<file path="src/rtl/apb_pkg.sv">
// Shared APB definitions: FSM state encoding and default bus widths
// used by both the APB master and slave blocks.
package apb_pkg;

  typedef enum logic [1:0] {
    IDLE   = 2'd0,
    SETUP  = 2'd1,
    ACCESS = 2'd2
  } state_t;

  localparam int APB_ADDR_WIDTH = 8;
  localparam int APB_WIDTH      = 8;

endpackage

</file>
<file path="src/rtl/apb_master_timer.sv">
// ACCESS-phase watchdog for apb_master; only instantiated when
// APB_MASTER_TIMEOUT_EN is defined.
module apb_master_timer #(
  parameter int TIMEOUT_CYCLES = 16
) (
  input  logic clk,
  input  logic rst_n,
  input  logic clear,
  input  logic en,
  output logic expired
);

  localparam int CNT_W = $clog2(TIMEOUT_CYCLES + 1);
  localparam logic [CNT_W-1:0] LAST = CNT_W'(TIMEOUT_CYCLES - 1);

  logic [CNT_W-1:0] cnt;

  // expired is high during the final permitted ACCESS cycle
  assign expired = (cnt == LAST);

  always_ff @(posedge clk or negedge rst_n) begin
    if (!rst_n) begin
      cnt <= '0;
    end else if (clear) begin
      cnt <= '0;
    end else if (en && !expired) begin
      cnt <= cnt + CNT_W'(1);
    end
  end

endmodule

</file>
<file path="src/rtl/apb_master.sv">
// Single-outstanding APB master: request/response handshake in, APB bus out.
// Optional ACCESS timeout compiled in with `define APB_MASTER_TIMEOUT_EN.
module apb_master
  import apb_pkg::*;
#(
  parameter int ADDR_WIDTH     = APB_ADDR_WIDTH,
  parameter int WIDTH          = APB_WIDTH,
  parameter int TIMEOUT_CYCLES = 16
) (
  input  logic                  clk,
  input  logic                  rst_n,
  input  logic                  req_valid,
  output logic                  req_ready,
  input  logic [ADDR_WIDTH-1:0] req_addr,
  input  logic                  req_write,
  input  logic [WIDTH-1:0]      req_wdata,
  input  logic [3:0]            req_strb,
  output logic                  rsp_valid,
  output logic [WIDTH-1:0]      rsp_rdata,
  output logic                  rsp_slverr,
  output logic [ADDR_WIDTH-1:0] paddr,
  output logic                  pwrite,
  output logic                  psel,
  output logic                  penable,
  output logic [WIDTH-1:0]      pwdata,
  output logic [3:0]            pstrb,
  input  logic [WIDTH-1:0]      prdata,
  input  logic                  pready,
  input  logic                  pslverr
);

  state_t state;
  logic   timeout_hit;

  assign req_ready = (state == IDLE);

`ifdef APB_MASTER_TIMEOUT_EN
  logic timer_expired;

  apb_master_timer #(
    .TIMEOUT_CYCLES(TIMEOUT_CYCLES)
  ) u_timer (
    .clk    (clk),
    .rst_n  (rst_n),
    .clear  (state == SETUP),
    .en     (state == ACCESS),
    .expired(timer_expired)
  );

  assign timeout_hit = timer_expired;
`else
  assign timeout_hit = 1'b0;
`endif

  always_ff @(posedge clk or negedge rst_n) begin
    if (!rst_n) begin
      state      <= IDLE;
      psel       <= 1'b0;
      penable    <= 1'b0;
      paddr      <= '0;
      pwrite     <= 1'b0;
      pwdata     <= '0;
      pstrb      <= '0;
      rsp_valid  <= 1'b0;
      rsp_rdata  <= '0;
      rsp_slverr <= 1'b0;
    end else begin
      rsp_valid <= 1'b0;
      case (state)
        IDLE: begin
          if (req_valid) begin
            paddr  <= req_addr;
            pwrite <= req_write;
            pwdata <= req_wdata;
            pstrb  <= req_write ? req_strb : 4'b0000;
            psel   <= 1'b1;
            state  <= SETUP;
          end
        end
        SETUP: begin
          penable <= 1'b1;
          state   <= ACCESS;
        end
        ACCESS: begin
          // pready in the last counted cycle takes priority over the timeout
          if (pready) begin
            psel       <= 1'b0;
            penable    <= 1'b0;
            rsp_valid  <= 1'b1;
            rsp_slverr <= pslverr;
            rsp_rdata  <= pwrite ? '0 : prdata;
            state      <= IDLE;
          end else if (timeout_hit) begin
            psel       <= 1'b0;
            penable    <= 1'b0;
            rsp_valid  <= 1'b1;
            rsp_slverr <= 1'b1;
            rsp_rdata  <= '0;
            state      <= IDLE;
          end
        end
        default: begin
          psel    <= 1'b0;
          penable <= 1'b0;
          state   <= IDLE;
        end
      endcase
    end
  end

endmodule

</file>
<file path="config.mk">
export PLATFORM = sky130hd
export DESIGN_NAME = apb_master
export DESIGN_NICKNAME = d
export VERILOG_FILES = /design/src/rtl/apb_pkg.sv /design/src/rtl/apb_master_timer.sv /design/src/rtl/apb_master.sv
export SDC_FILE = /design/constraint.sdc
export NUM_CORES = 1
export LEC_CHECK = 0
export CORE_MARGIN = 2
export CORE_UTILIZATION = 36
export CTS_CLUSTER_DIAMETER = 40
export DETAILED_ROUTE_END_ITERATION = 10
export PLACE_DENSITY_LB_ADDON = 0.12
export SYNTH_ARGS = -nofsm -noshare
export SYNTH_HDL_FRONTEND = slang
export SYNTH_SLANG_ARGS = --single-unit
</file>
<file path="constraint.sdc">
create_clock -name clk -period 1.6 [get_ports clk]
set_input_delay 0.48 -clock clk [delete_from_list [all_inputs] [get_ports clk]]
set_output_delay 0.48 -clock clk [all_outputs]
set_load 0.05 [all_outputs]
</file>
==> flow_summary.toml <==
[critical_path]
r2r_slack_ps = 230
worstPathMaxFanout = 8
crit_arrival_ps = 1080
cp-startpoint = "state[0]"
crit_type = "reg2out"
r2r_cells = 3
endpoint = "req_ready"
r2r-end = "pwdata[5]"
crit_chain = "nor2_2 > buf_12"
worst-endpoint-required_ps = 1120
cpPeakStageDelay_ps = 470
cp-start-kind = "flip-flop"
reg2reg_from = "state[0]"
endpoint_kind = "output port"
worst_path_max_delay_cell = "dfrtp_2"

[timing]
finClkSkew_ps = 3.10
setup_ws_ps = 41.2
hold_slack_ps = 226
hold_violations = 0
maxSlewHeadroom_pct = 71.5
finalMaxSlewViolations = 0
max_freq_mhz = 642
worst_pin_slew_ps = 428
finalCritPeriodShare_pct = 97.4
finalSetupViolCount = 0
final.setup.tns_ps = 0
min_period_ps = 1560
rsz0062_at_grt = "no"

[synth]
synth_top_family_by_area = "multiplexers"
yosysUniqueCellTypes = 19
netlist_area_mm2 = 0.00138
synth_cells = 105
syn_nets = 139
synthMuxAreaShare_pct = 14.7
ys_ff_latch = 35
synth-compound-area-share_pct = 6.99
synth-seq-area-share_pct = 63.5
synth_fa_ha_area_share_pct = 0
synthSimpleGateAreaFrac_pct = 9.80
yosysWarnings = 0
syn_avg_cell_area_um2 = 13.1
synth_xor_area_share_pct = 0

[global_route]
overflow = 0
grt_max_degree = 36
track_usage_pct = 15.8
grt_pass1_vias = 1069
antenna_found_initial = 0
grt_pass1_wl_um = 5030

[placement]
dp_hpwl_um = 2470
placed_area_mm2 = 0.00246
pre_cts_slack_ps = -253
io_buffers = 67
routabilityCongestion = 0.672

[finish]
final_layout_size_suffix_gt1_share_pct = 36.7
syn_to_final_growth_pct = 83.9
multi_input_area_um2 = 437
register_area_um2 = 877
final_area_mm2 = 0.00254
fillerInstances = 264
nets = 215
antenna_cells = 0

[route]
ant_nets = 0
vias = 1044
dr.pass1.iters = 2
via_per_inst = 4.58
drt-initial-drc-count = 26
wl_um = 3110
drc = 0
wire_per_inst_um = 13.6

[floorplanning]
pin_count = 68
die_area_mm2 = 0.00434
die_x_um = 65.9
die_y_um = 65.9
row_count = 22
start_util_pct = 37.7
core_mm2 = 0.00366

[clock_network]
clk_pin_slew_ps = 60
root_buffer = "clkbuf_8"
cts_tree = "yes"
insertion_delay_ps = 270
h-tree-depth = 2
cts_made_buffers = 5
cts.sinks = 35
cts_setup_buffers = 0
cts_buffer_depth = 2

[power]
powerDensity_mw_per_mm2 = 2400
p_leak_nw = 1.11
ir_drop_uv = 1360

[hold_path]
hold_class = "in2async"

[flow_run]
cap_violations = 0

[run_status]
status = "finished, final reports clean"
## worst max-delay path, delay by kind of cell (launching register included)
family / cells / cell delay, ps
flip-flops: 1 / 470
AND/OR/NAND/NOR: 1 / 180
buffers and inverters: 1 / 150
## state kept, by name (all words and copies together) (netlist names)
register	flops
pwdata	8
paddr	8
rsp_rdata	8
rsp_slverr	1
pwrite	1
pstrb	4
penable	1
state	2
psel	1
rsp_valid	1
## cell usage in the layout, fill, tap and decap left out, drive strengths merged
master,instances
buf,41
dfrtp,35
clkdlybuf4s50,32
mux2,18
o21ai,13
nand2b,8
nand2,8
inv,7
clkbuf,6
nand3,4
nor2,1
nand3b,1
nor3b,1
o21a,1
nor3,1
a21o,1
a22oi,1
o2bb2ai,1
## synthesized netlist by cell type
| cell | number | area share (%) |
|---|---|---|
| dfrtp_1 | 35 | 64 |
| mux2_2 | 17 | 14 |
| o21ai_0 | 13 | 4.7 |
| nand2_1 | 8 | 2.2 |
| nand2b_1 | 8 | 3.6 |
| inv_1 | 7 | 1.9 |
| nand3_1 | 4 | 1.5 |
| buf_6 | 2 | 1.6 |
| a21o_1 | 1 | 0.54 |
| a22oi_1 | 1 | 0.54 |
| buf_2 | 1 | 0.36 |
| buf_8 | 1 | 1.1 |
| mux2_1 | 1 | 0.82 |
| nand3b_1 | 1 | 0.54 |
| nor2_1 | 1 | 0.27 |
| nor3_1 | 1 | 0.36 |
| nor3b_4 | 1 | 1.4 |
| o21a_1 | 1 | 0.54 |
| o2bb2ai_1 | 1 | 0.64 |
## repair_timing
| action | 4_1_cts | 5_1_grt |
|---|---|---|
| hold endpoints to repair | 0 | 0 |
| hold buffers | 0 | 0 |
| endpoints found under the setup margin | 1 | 0 |
| resized for setup | 1 | 0 |
## routing by layer
| metal | wire length, um | vias to the layer above | GRT usage, % |
|---|---|---|---|
| li1 | - | 501 | - |
| met1 | 1150 | 499 | 16.8 |
| met2 | 1680 | 39 | 28.5 |
| met3 | 234 | 5 | 5.11 |
| met4 | 44 | 0 | 6.25 |
| met5 | 0 | - | 0 |
## worst min-delay path by stage
stage / from / end / slack, ps / cells after the start
after floorplan: rst_n / paddr[0] / 180 / 0
after global placement: rsp_rdata[5] / rsp_rdata[5] / 520 / 2
after detailed placement: rst_n / paddr[2] / 530 / 2
after CTS: rst_n / pwdata[7] / 240 / 2
after global routing: rst_n / paddr[2] / 260 / 2
final: rst_n / paddr[2] / 230 / 2
## power by group
group,switching (mW),internal [mW]
sequential,0.443,1.28
clock,0.261,0.289
combinational,1.88,1.93
total,2.58,3.50
## kinds of logic (layout without fill, tap and decap cells)
kind of cell / after synthesis / in the layout
compound gates: 17 / 17
mux: 18 / 18
buf+inv: 11 / 86
flops: 35 / 35
simple gates: 24 / 24
## through the flow
| stage | total power, mW | instances | utilization (%) |
|---|---|---|---|
| after global placement | 5.50 | 222 | 67.3 |
| after detailed placement | 5.59 | 222 | 67.3 |
| final | 6.08 | 228 | 69.3 |
| after floorplan | 3.48 | 105 | - |
| after global routing | 6.34 | 228 | 69.3 |
| after CTS | 6.15 | 228 | 69.3 |
## layout make-up
cell class                 count  share of cell area, %
sequential                    35                   34.6
inverter                       7                   1.04
tap                           48                   2.37
multi-input combinational     59                   17.2
timing repair buffer          73                   41.9
clock buffer                   6                   2.86
(Power assumes the default switching activity.)
